## src/rtl/shift_pkg.sv

```systemverilog
// Shared definitions for the shift-register family: bit-order encoding and
// the width helper used for bit counters.
package shift_pkg;

   typedef enum logic {
      DIR_LSB_FIRST = 1'b0,
      DIR_MSB_FIRST = 1'b1
   } dir_e;

   // Counter width able to hold the values 0..width.
   function automatic int unsigned cnt_width(input int unsigned width);
      return $clog2(width + 1);
   endfunction

endpackage

```

## src/rtl/word_hold.sv

```systemverilog
// One-entry valid/ready holding register. A load is accepted when empty or
// when the held word drains in the same cycle; otherwise it is reported as dropped.
module word_hold #(
   parameter int unsigned WIDTH = 8
) (
   input  logic             clk,
   input  logic             rst,
   input  logic             load,
   input  logic [WIDTH-1:0] data_in,
   input  logic             ready,
   output logic [WIDTH-1:0] data_out,
   output logic             full,
   output logic             drop
);

   logic [WIDTH-1:0] r_data;
   logic             r_full;
   logic             w_room;

   assign w_room = ~r_full | ready;

   always_ff @(posedge clk) begin
      if (rst) begin
         r_data <= '0;
         r_full <= 1'b0;
      end else if (load && w_room) begin
         r_data <= data_in;
         r_full <= 1'b1;
      end else if (r_full && ready) begin
         r_full <= 1'b0;
      end
   end

   assign data_out = r_data;
   assign full     = r_full;
   assign drop     = load & ~w_room;

endmodule

```

## src/rtl/serial_deser8b.sv

```systemverilog
// Serial-to-parallel receiver: assembles WIDTH strobed bits (LSB- or MSB-first,
// order latched per word) and presents each word through a one-word hold stage.
module serial_deser8b
   import shift_pkg::*;
#(
   parameter  int unsigned WIDTH = 8,
   localparam int unsigned CW    = cnt_width(WIDTH)
) (
   input  logic             clk,
   input  logic             rst,
   input  logic             en,
   input  logic             sin,
   input  logic             dir,
   input  logic             clr,
   output logic [WIDTH-1:0] pout,
   output logic             pvalid,
   input  logic             pready,
   output logic             overrun,
   output logic [CW-1:0]    bitcnt
);

   logic [WIDTH-1:0] r_asm;
   logic [CW-1:0]    r_bitcnt;
   dir_e             r_order;
   logic             r_overrun;

   logic             w_accept;
   logic             w_first;
   dir_e             w_order;
   logic [WIDTH-1:0] w_shifted;
   logic             w_complete;
   logic             w_drop;

   assign w_accept   = en & ~clr;
   assign w_first    = (r_bitcnt == '0);
   // The first bit of a word uses the live dir so the order applies to it too.
   assign w_order    = w_first ? dir_e'(dir) : r_order;
   assign w_complete = w_accept & (r_bitcnt == CW'(WIDTH - 1));

   always_comb begin
      w_shifted = r_asm;
      if (w_order == DIR_LSB_FIRST) begin
         w_shifted = {sin, r_asm[WIDTH-1:1]};
      end else begin
         w_shifted = {r_asm[WIDTH-2:0], sin};
      end
   end

   always_ff @(posedge clk) begin
      if (rst) begin
         r_asm    <= '0;
         r_bitcnt <= '0;
         r_order  <= DIR_LSB_FIRST;
      end else if (clr) begin
         r_asm    <= '0;
         r_bitcnt <= '0;
      end else if (en) begin
         r_asm <= w_shifted;
         if (w_first) begin
            r_order <= dir_e'(dir);
         end
         if (w_complete) begin
            r_bitcnt <= '0;
         end else begin
            r_bitcnt <= r_bitcnt + CW'(1);
         end
      end
   end

   always_ff @(posedge clk) begin
      if (rst || clr) begin
         r_overrun <= 1'b0;
      end else if (w_drop) begin
         r_overrun <= 1'b1;
      end
   end

   word_hold #(
      .WIDTH(WIDTH)
   ) u_hold (
      .clk     (clk),
      .rst     (rst),
      .load    (w_complete),
      .data_in (w_shifted),
      .ready   (pready),
      .data_out(pout),
      .full    (pvalid),
      .drop    (w_drop)
   );

   assign overrun = r_overrun;
   assign bitcnt  = r_bitcnt;

endmodule

```

## config.mk

```make
export PLATFORM = sky130hd
export DESIGN_NAME = serial_deser8b
export DESIGN_NICKNAME = d
export VERILOG_FILES = /design/src/rtl/shift_pkg.sv /design/src/rtl/word_hold.sv /design/src/rtl/serial_deser8b.sv
export SDC_FILE = /design/constraint.sdc
export NUM_CORES = 1
export LEC_CHECK = 0
export ABC_AREA = 1
export ABC_CLOCK_PERIOD_IN_PS = 1630
export CAP_MARGIN = 20
export CELL_PAD_IN_SITES_DETAIL_PLACEMENT = 0
export CELL_PAD_IN_SITES_GLOBAL_PLACEMENT = 2
export CORE_AREA = 2 2 70 72
export CTS_BUF_LIST = sky130_fd_sc_hd__clkbuf_16
export DETAILED_ROUTE_END_ITERATION = 10
export DIE_AREA = 0 0 72 74
export GPL_TIMING_DRIVEN = 1
export HOLD_SLACK_MARGIN = 0.05
export PLACE_DENSITY = 0.78
export SKIP_CTS_REPAIR_TIMING = 1
export SLEW_MARGIN = 20
export SYNTH_ARGS = -nofsm -noshare
export SYNTH_HDL_FRONTEND = slang
export SYNTH_SLANG_ARGS = --single-unit
```

## constraint.sdc

```tcl
create_clock -name clk -period 1.63 [get_ports clk]
set_input_delay 0.2445 -clock clk [delete_from_list [all_inputs] [get_ports clk]]
set_output_delay 0.2445 -clock clk [all_outputs]
set_load 0.02 [all_outputs]
```

* Word-level counts from Yosys, hierarchy flattened
Index checks and enable logic that the tools add are counted.
Cells by class: add/subtract/negate cells 1, equality and inequality tests 1, multiplexer cells 5, bitwise operators 7, reduce and logical (&&, ||, !) cells 7
Operators by type and width (count):
- $mux W8 | 1
- $add A4 B1 Y4 const B | 1
- $eq A4 B3 Y1 const B | 1
- $logic_not A4 Y1 | 1
- $mux W4 | 1
- $and A1 B1 Y1 | 3
- $mux W1 | 3
- $not A1 Y1 | 3
- $logic_and A1 B1 Y1 | 2
- $reduce_and A2 Y1 | 1
- $reduce_bool A2 Y1 | 1
- $reduce_or A2 Y1 | 1
- $logic_or A1 B1 Y1 | 1
- $or A1 B1 Y1 | 1
Storage, ports and cells: register bits after elaboration 23, input bits 7, output and inout port bits 14, word-level logic and storage cells 27

* Depth between registers and ports, before layout
Gate-level depths: netlist of the first run.
depth after elaboration 5, depth in mapped cells 9, depth with buffers taken out 8

* Modules after synthesis
Synthesis of the first run repeated with hierarchy kept, for this count alone.
Unflattened totals: cell total of the unflattened synthesis 176, area, all modules 1280.0 µm²
Modules (own cells, without submodules):
- serial_deser8b | instances 1, cells each 118, area an instance 855.8 µm², seq. area each 280.3 µm²
- word_hold | instances 1, cells each 58, area an instance 424.2 µm², seq. area each 180.2 µm²

* Worst setup path after synthesis of the first run
No wires, ideal clock.
path kind flip-flop to flip-flop, start point register r_bitcnt[0] (netlist: bitcnt[0]), end point register r_asm[4], setup time 109 ps, arrival 1391 ps, required time 1521 ps, setup slack 130 ps, stages on the path, launching flop included 10, path buffers 1, period minus slack after synthesis 1500 ps, cell sequence dfxtp_1 inv_1 ha_1 nand2_4 nand2_4 buf_6 nand3_1 nand3_1 nand2_1 inv_1
Between the ends: longest elaborated chain between the ends 3
RTL lines:
- start, declared | line serial_deser8b.sv:23 | logic [CW-1:0] r_bitcnt;
- start signal, assigned | line serial_deser8b.sv:65 | r_bitcnt <= r_bitcnt + CW'(1);
- $logic_not A4 Y1 | line serial_deser8b.sv:35 | assign w_first = (r_bitcnt == '0);
- $mux W1
- $mux W8 | line serial_deser8b.sv:42 | if (w_order == DIR_LSB_FIRST) begin
- end signal, assigned | line serial_deser8b.sv:58 | r_asm <= w_shifted;
- end, declared | line serial_deser8b.sv:22 | logic [WIDTH-1:0] r_asm;
No other way between the ends. A chain may end at the register's enable or synchronous reset.

* Final worst setup path of the first run
start point register r_bitcnt[3] (netlist: bitcnt[3]), end point output bitcnt[3]
RTL lines:
- end, declared | line serial_deser8b.sv:19 | output logic [CW-1:0] bitcnt
No word-level cell between the ends.

==> impl_metrics.env, run 1 <==
export IMPL_run_status="finished clean"
export IMPL_worstHoldEndpoint="overrun$_SDFFE_PP0P_"
export IMPL_gp_routability_congestion=0.8174
export IMPL_chipHeight_um=74
export IMPL_hold_violations=0
export IMPL_critical_path_slowest_cell="clkdlybuf4s50_1"
export IMPL_crit_fanout=4
export IMPL_route_final_wire_length_mm=2.991
export IMPL_slew_headroom=0.7618
export IMPL_synth_compound_gate_area_share=0.09109
export IMPL_max_clock_path_buffers=2
export IMPL_initial_drc_count=41
export IMPL_grt_remaining_overflow=0
export IMPL_total_cts_buffers=3
export IMPL_ff2ff_path_depth=7
export IMPL_antenna_found_initial=0
export IMPL_cts_root_buffer_cell="clkbuf_16"
export IMPL_num_io_pins=21
export IMPL_synth_common_cells="41 x nand3_1, 37 x nand2_1, 36 x inv_1, 23 x dfxtp_1, 21 x a21oi_1"
export IMPL_ys_seq_elements=23
export IMPL_dieWidth_um=72
export IMPL_timing_clock_skew_ps=3.625
export IMPL_yosysMostFrequentCell="nand3_1"
export IMPL_ys_warnings_count=0
export IMPL_buffer_ports_inserted=20
export IMPL_worst_skew_pair_late_latency_ps=250
export IMPL_synth_area_sq_um=1291
export IMPL_detail_route_first_pass_iterations=4
export IMPL_chain_of_cells_forming_the_critical_path="clkdlybuf4s50_1"
export IMPL_final_min_period_over_clock_period=0.9638
export IMPL_setup_worst_path_start_class="register"
export IMPL_synth_top_area_frac=0.3566
export IMPL_timing_setup_tns_ps=0
export IMPL_clk_transition_reported_paths_ps=60
export IMPL_final_net_count=220
export IMPL_end_kind="output port"
export IMPL_worst_path_dominant_cell_family="buffers and inverters"
export IMPL_crit_arrival_ps=1330
export IMPL_post_synthesis_cells=188
export IMPL_initial_utilization=0.2808
export IMPL_detailed_place_hpwl_mm=2.172
export IMPL_grt_setup_unrepaired="no"
export IMPL_place_worst_setup_slack_ps=92.21
export IMPL_grt_pass1_vias=1048
export IMPL_max_vdd_ir_drop_uv=342.1
export IMPL_hold_path_depth=2
export IMPL_synth_nets=197
export IMPL_seq_area_frac_synth=0.3566
export IMPL_drive_above_1_share=0.09048
export IMPL_crit_type="register to output port"
export IMPL_yosys_area_share_adder=0.01938
export IMPL_period_minus_slack_ps=1571
export IMPL_max_clock_freq_mhz=636.5
export IMPL_timing_final_setup_violations=0
export IMPL_min_path_type="register to register"
export IMPL_static_leakage_power_nw=0.7936
export IMPL_endpoint_of_the_most_critical_register_to_register_path="r_asm[7]$_SDFFE_PP0P_"
export IMPL_cell_type_contributing_the_most_total_cell_area_after_synthesis="dfxtp_1"
export IMPL_drt_drc_violations_left=0
export IMPL_antenna_cells=0
export IMPL_dieArea_sq_um=5328
export IMPL_num_rows=25
export IMPL_area_delta_synth_final_pct=26.45
export IMPL_core_area_sq_um=4598
export IMPL_post_synth_main_area_contributors="dfxtp_1 36%, nand3_1 16%, nand2_1 11%, inv_1 10%, a21oi_1 8.1%"
export IMPL_number_of_enable_type_register_cells_in_the_synthesized_netlist=0
export IMPL_tritoncts="built"
export IMPL_cts_sinks=23
export IMPL_synthXorXnorAreaFrac=0.006783
export IMPL_setup_ws_ps=59.01
export IMPL_dr_total_vias=1197
export IMPL_async_reset_ff_frac=0
export IMPL_max_cap_violations=0
export IMPL_tightestPinTransition_ps=356.9
export IMPL_h_tree_depth=1
export IMPL_grt_pass1_wl_mm=4.988
export IMPL_ant_nets_after_route=0
export IMPL_reg2reg_setup_slack_ps=180
export IMPL_cpPeakStageDelay_ps=650
export IMPL_synth_top_family_by_area="simple AND/OR/NAND/NOR gates"
export IMPL_reg2reg_from="bitcnt[0]$_SDFFE_PP0P_"
export IMPL_synth_main_ff_cell="dfxtp_1"
export IMPL_start_point_of_the_worst_hold_path="overrun$_SDFFE_PP0P_"
export IMPL_detailed_route_vias_per_instance=4.534
export IMPL_pin_count_of_the_biggest_net_entering_global_routing=18
export IMPL_total_grt_usage=0.1194
export IMPL_syn_mean_instance_area_sq_um=6.868
export IMPL_slew_viol_final=0
export IMPL_muxShareOfSynthArea=0
export IMPL_yosys_area_share_simple=0.3702
export IMPL_design_power_total_mw=1.305
export IMPL_timing_hold_ws_ps=467.7
export IMPL_critical_path_n_buffers_inverters=1
export IMPL_yosysUniqueCellTypes=23
export IMPL_power_per_cell_area_nw_per_um2=799.3
export IMPL_routed_wire_length_per_instance_um=11.33
export IMPL_required_ps=1390
layout by cell type (no fill, tap or decap):
master           synthesis  final
o21ai_1                  1      1
nand2_2                  1      1
inv_1                   36     36
ha_1                     2      2
dfxtp_1                 23     23
inv_2                    1      1
nand2_1                 37     37
clkinv_1                 1      1
buf_4                    0      4
a21oi_1                 21     21
nor2_4                   1      1
xor2_1                   1      1
clkdlybuf4s50_1          0     19
nand3_4                  2      2
nand3_1                 41     41
nand4_1                  1      1
nor3_1                   2      2
nand3_2                  1      1
clkbuf_16                0      3
nor2_2                   1      1
dlymetal6s2s_1           0      1
nor2_1                   4      4
clkinv_2                 0      1
buf_12                   0      1
a211oi_1                 1      1
nand2_4                  3      3
state kept, by name, summed over array words and instances (netlist names):
signal,cells
bitcnt,4
overrun,1
r_asm,8
r_order,1
u_hold.data_out,8
u_hold.full,1
layer usage:
metal / share of wire / track usage / vias up
met5: 0 / 0 / -
met4: 0.0097 / 0.04403 / 0
met3: 0.036 / 0.02033 / 2
met2: 0.42 / 0.1687 / 22
met1: 0.53 / 0.1806 / 529
li1: - / - / 644
through the flow:
step                cells  utilization  cell area [sq um]
floorplan             188            -               1291
global placement      260       0.3371               1550
detailed placement    260       0.3371               1550
CTS                   264       0.3546               1630
global route          264       0.3551               1633
finish                264       0.3551               1633
how the worst max path moves through the flow:
stage / cells after the start / end / from
floorplan: 9 / r_asm[4]$_SDFFE_PP0P_ / bitcnt[0]$_SDFFE_PP0P_
global placement: 6 / u_hold.data_out[3]$_SDFFE_PP0P_ / en
detailed placement: 6 / u_hold.data_out[6]$_SDFFE_PP0P_ / en
CTS: 1 / bitcnt[2] / bitcnt[2]$_SDFFE_PP0P_
global route: 1 / bitcnt[3] / bitcnt[3]$_SDFFE_PP0P_
finish: 1 / bitcnt[3] / bitcnt[3]$_SDFFE_PP0P_
report_power, final:
part	internal, mW	switching [mW]
logic	0.0744	0.112
registers	0.573	0.00935
clock network	0.330	0.207
total	0.978	0.328
cell type report:
type                       count  area [sq um]
fill                         495          2965
multi-input combinational    120         629.4
sequential                    23         460.4
timing repair buffer          25         252.7
inverter                      38         142.6
clock buffer                   3         75.07
tap                           54         67.56
clock inverter                 1         5.005
kinds of logic (layout without fill, tap and decap cells):
group,after synthesis,count (layout)
XOR/XNOR,1,1
buffers and inverters,45,67
adder cells (fa/ha/maj),2,2
flip-flops,23,23
AND/OR/NAND/NOR,94,94
AO/OA/AOI/OAI,23,23
Power figures use the tool's default switching activity.
==> inputs of run 2 (changes only) <==
Settings changed: ABC_CLOCK_PERIOD_IN_PS 1630 to unset.
==> results of run 2 <==
Final layout, timing and power as in run 1 (identical DEF).
==> inputs of run 3 (changes only) <==
Settings changed: CTS_CLUSTER_DIAMETER set to 40.
==> results of run 3 <==
Final layout, timing and power as in run 1 (identical DEF).
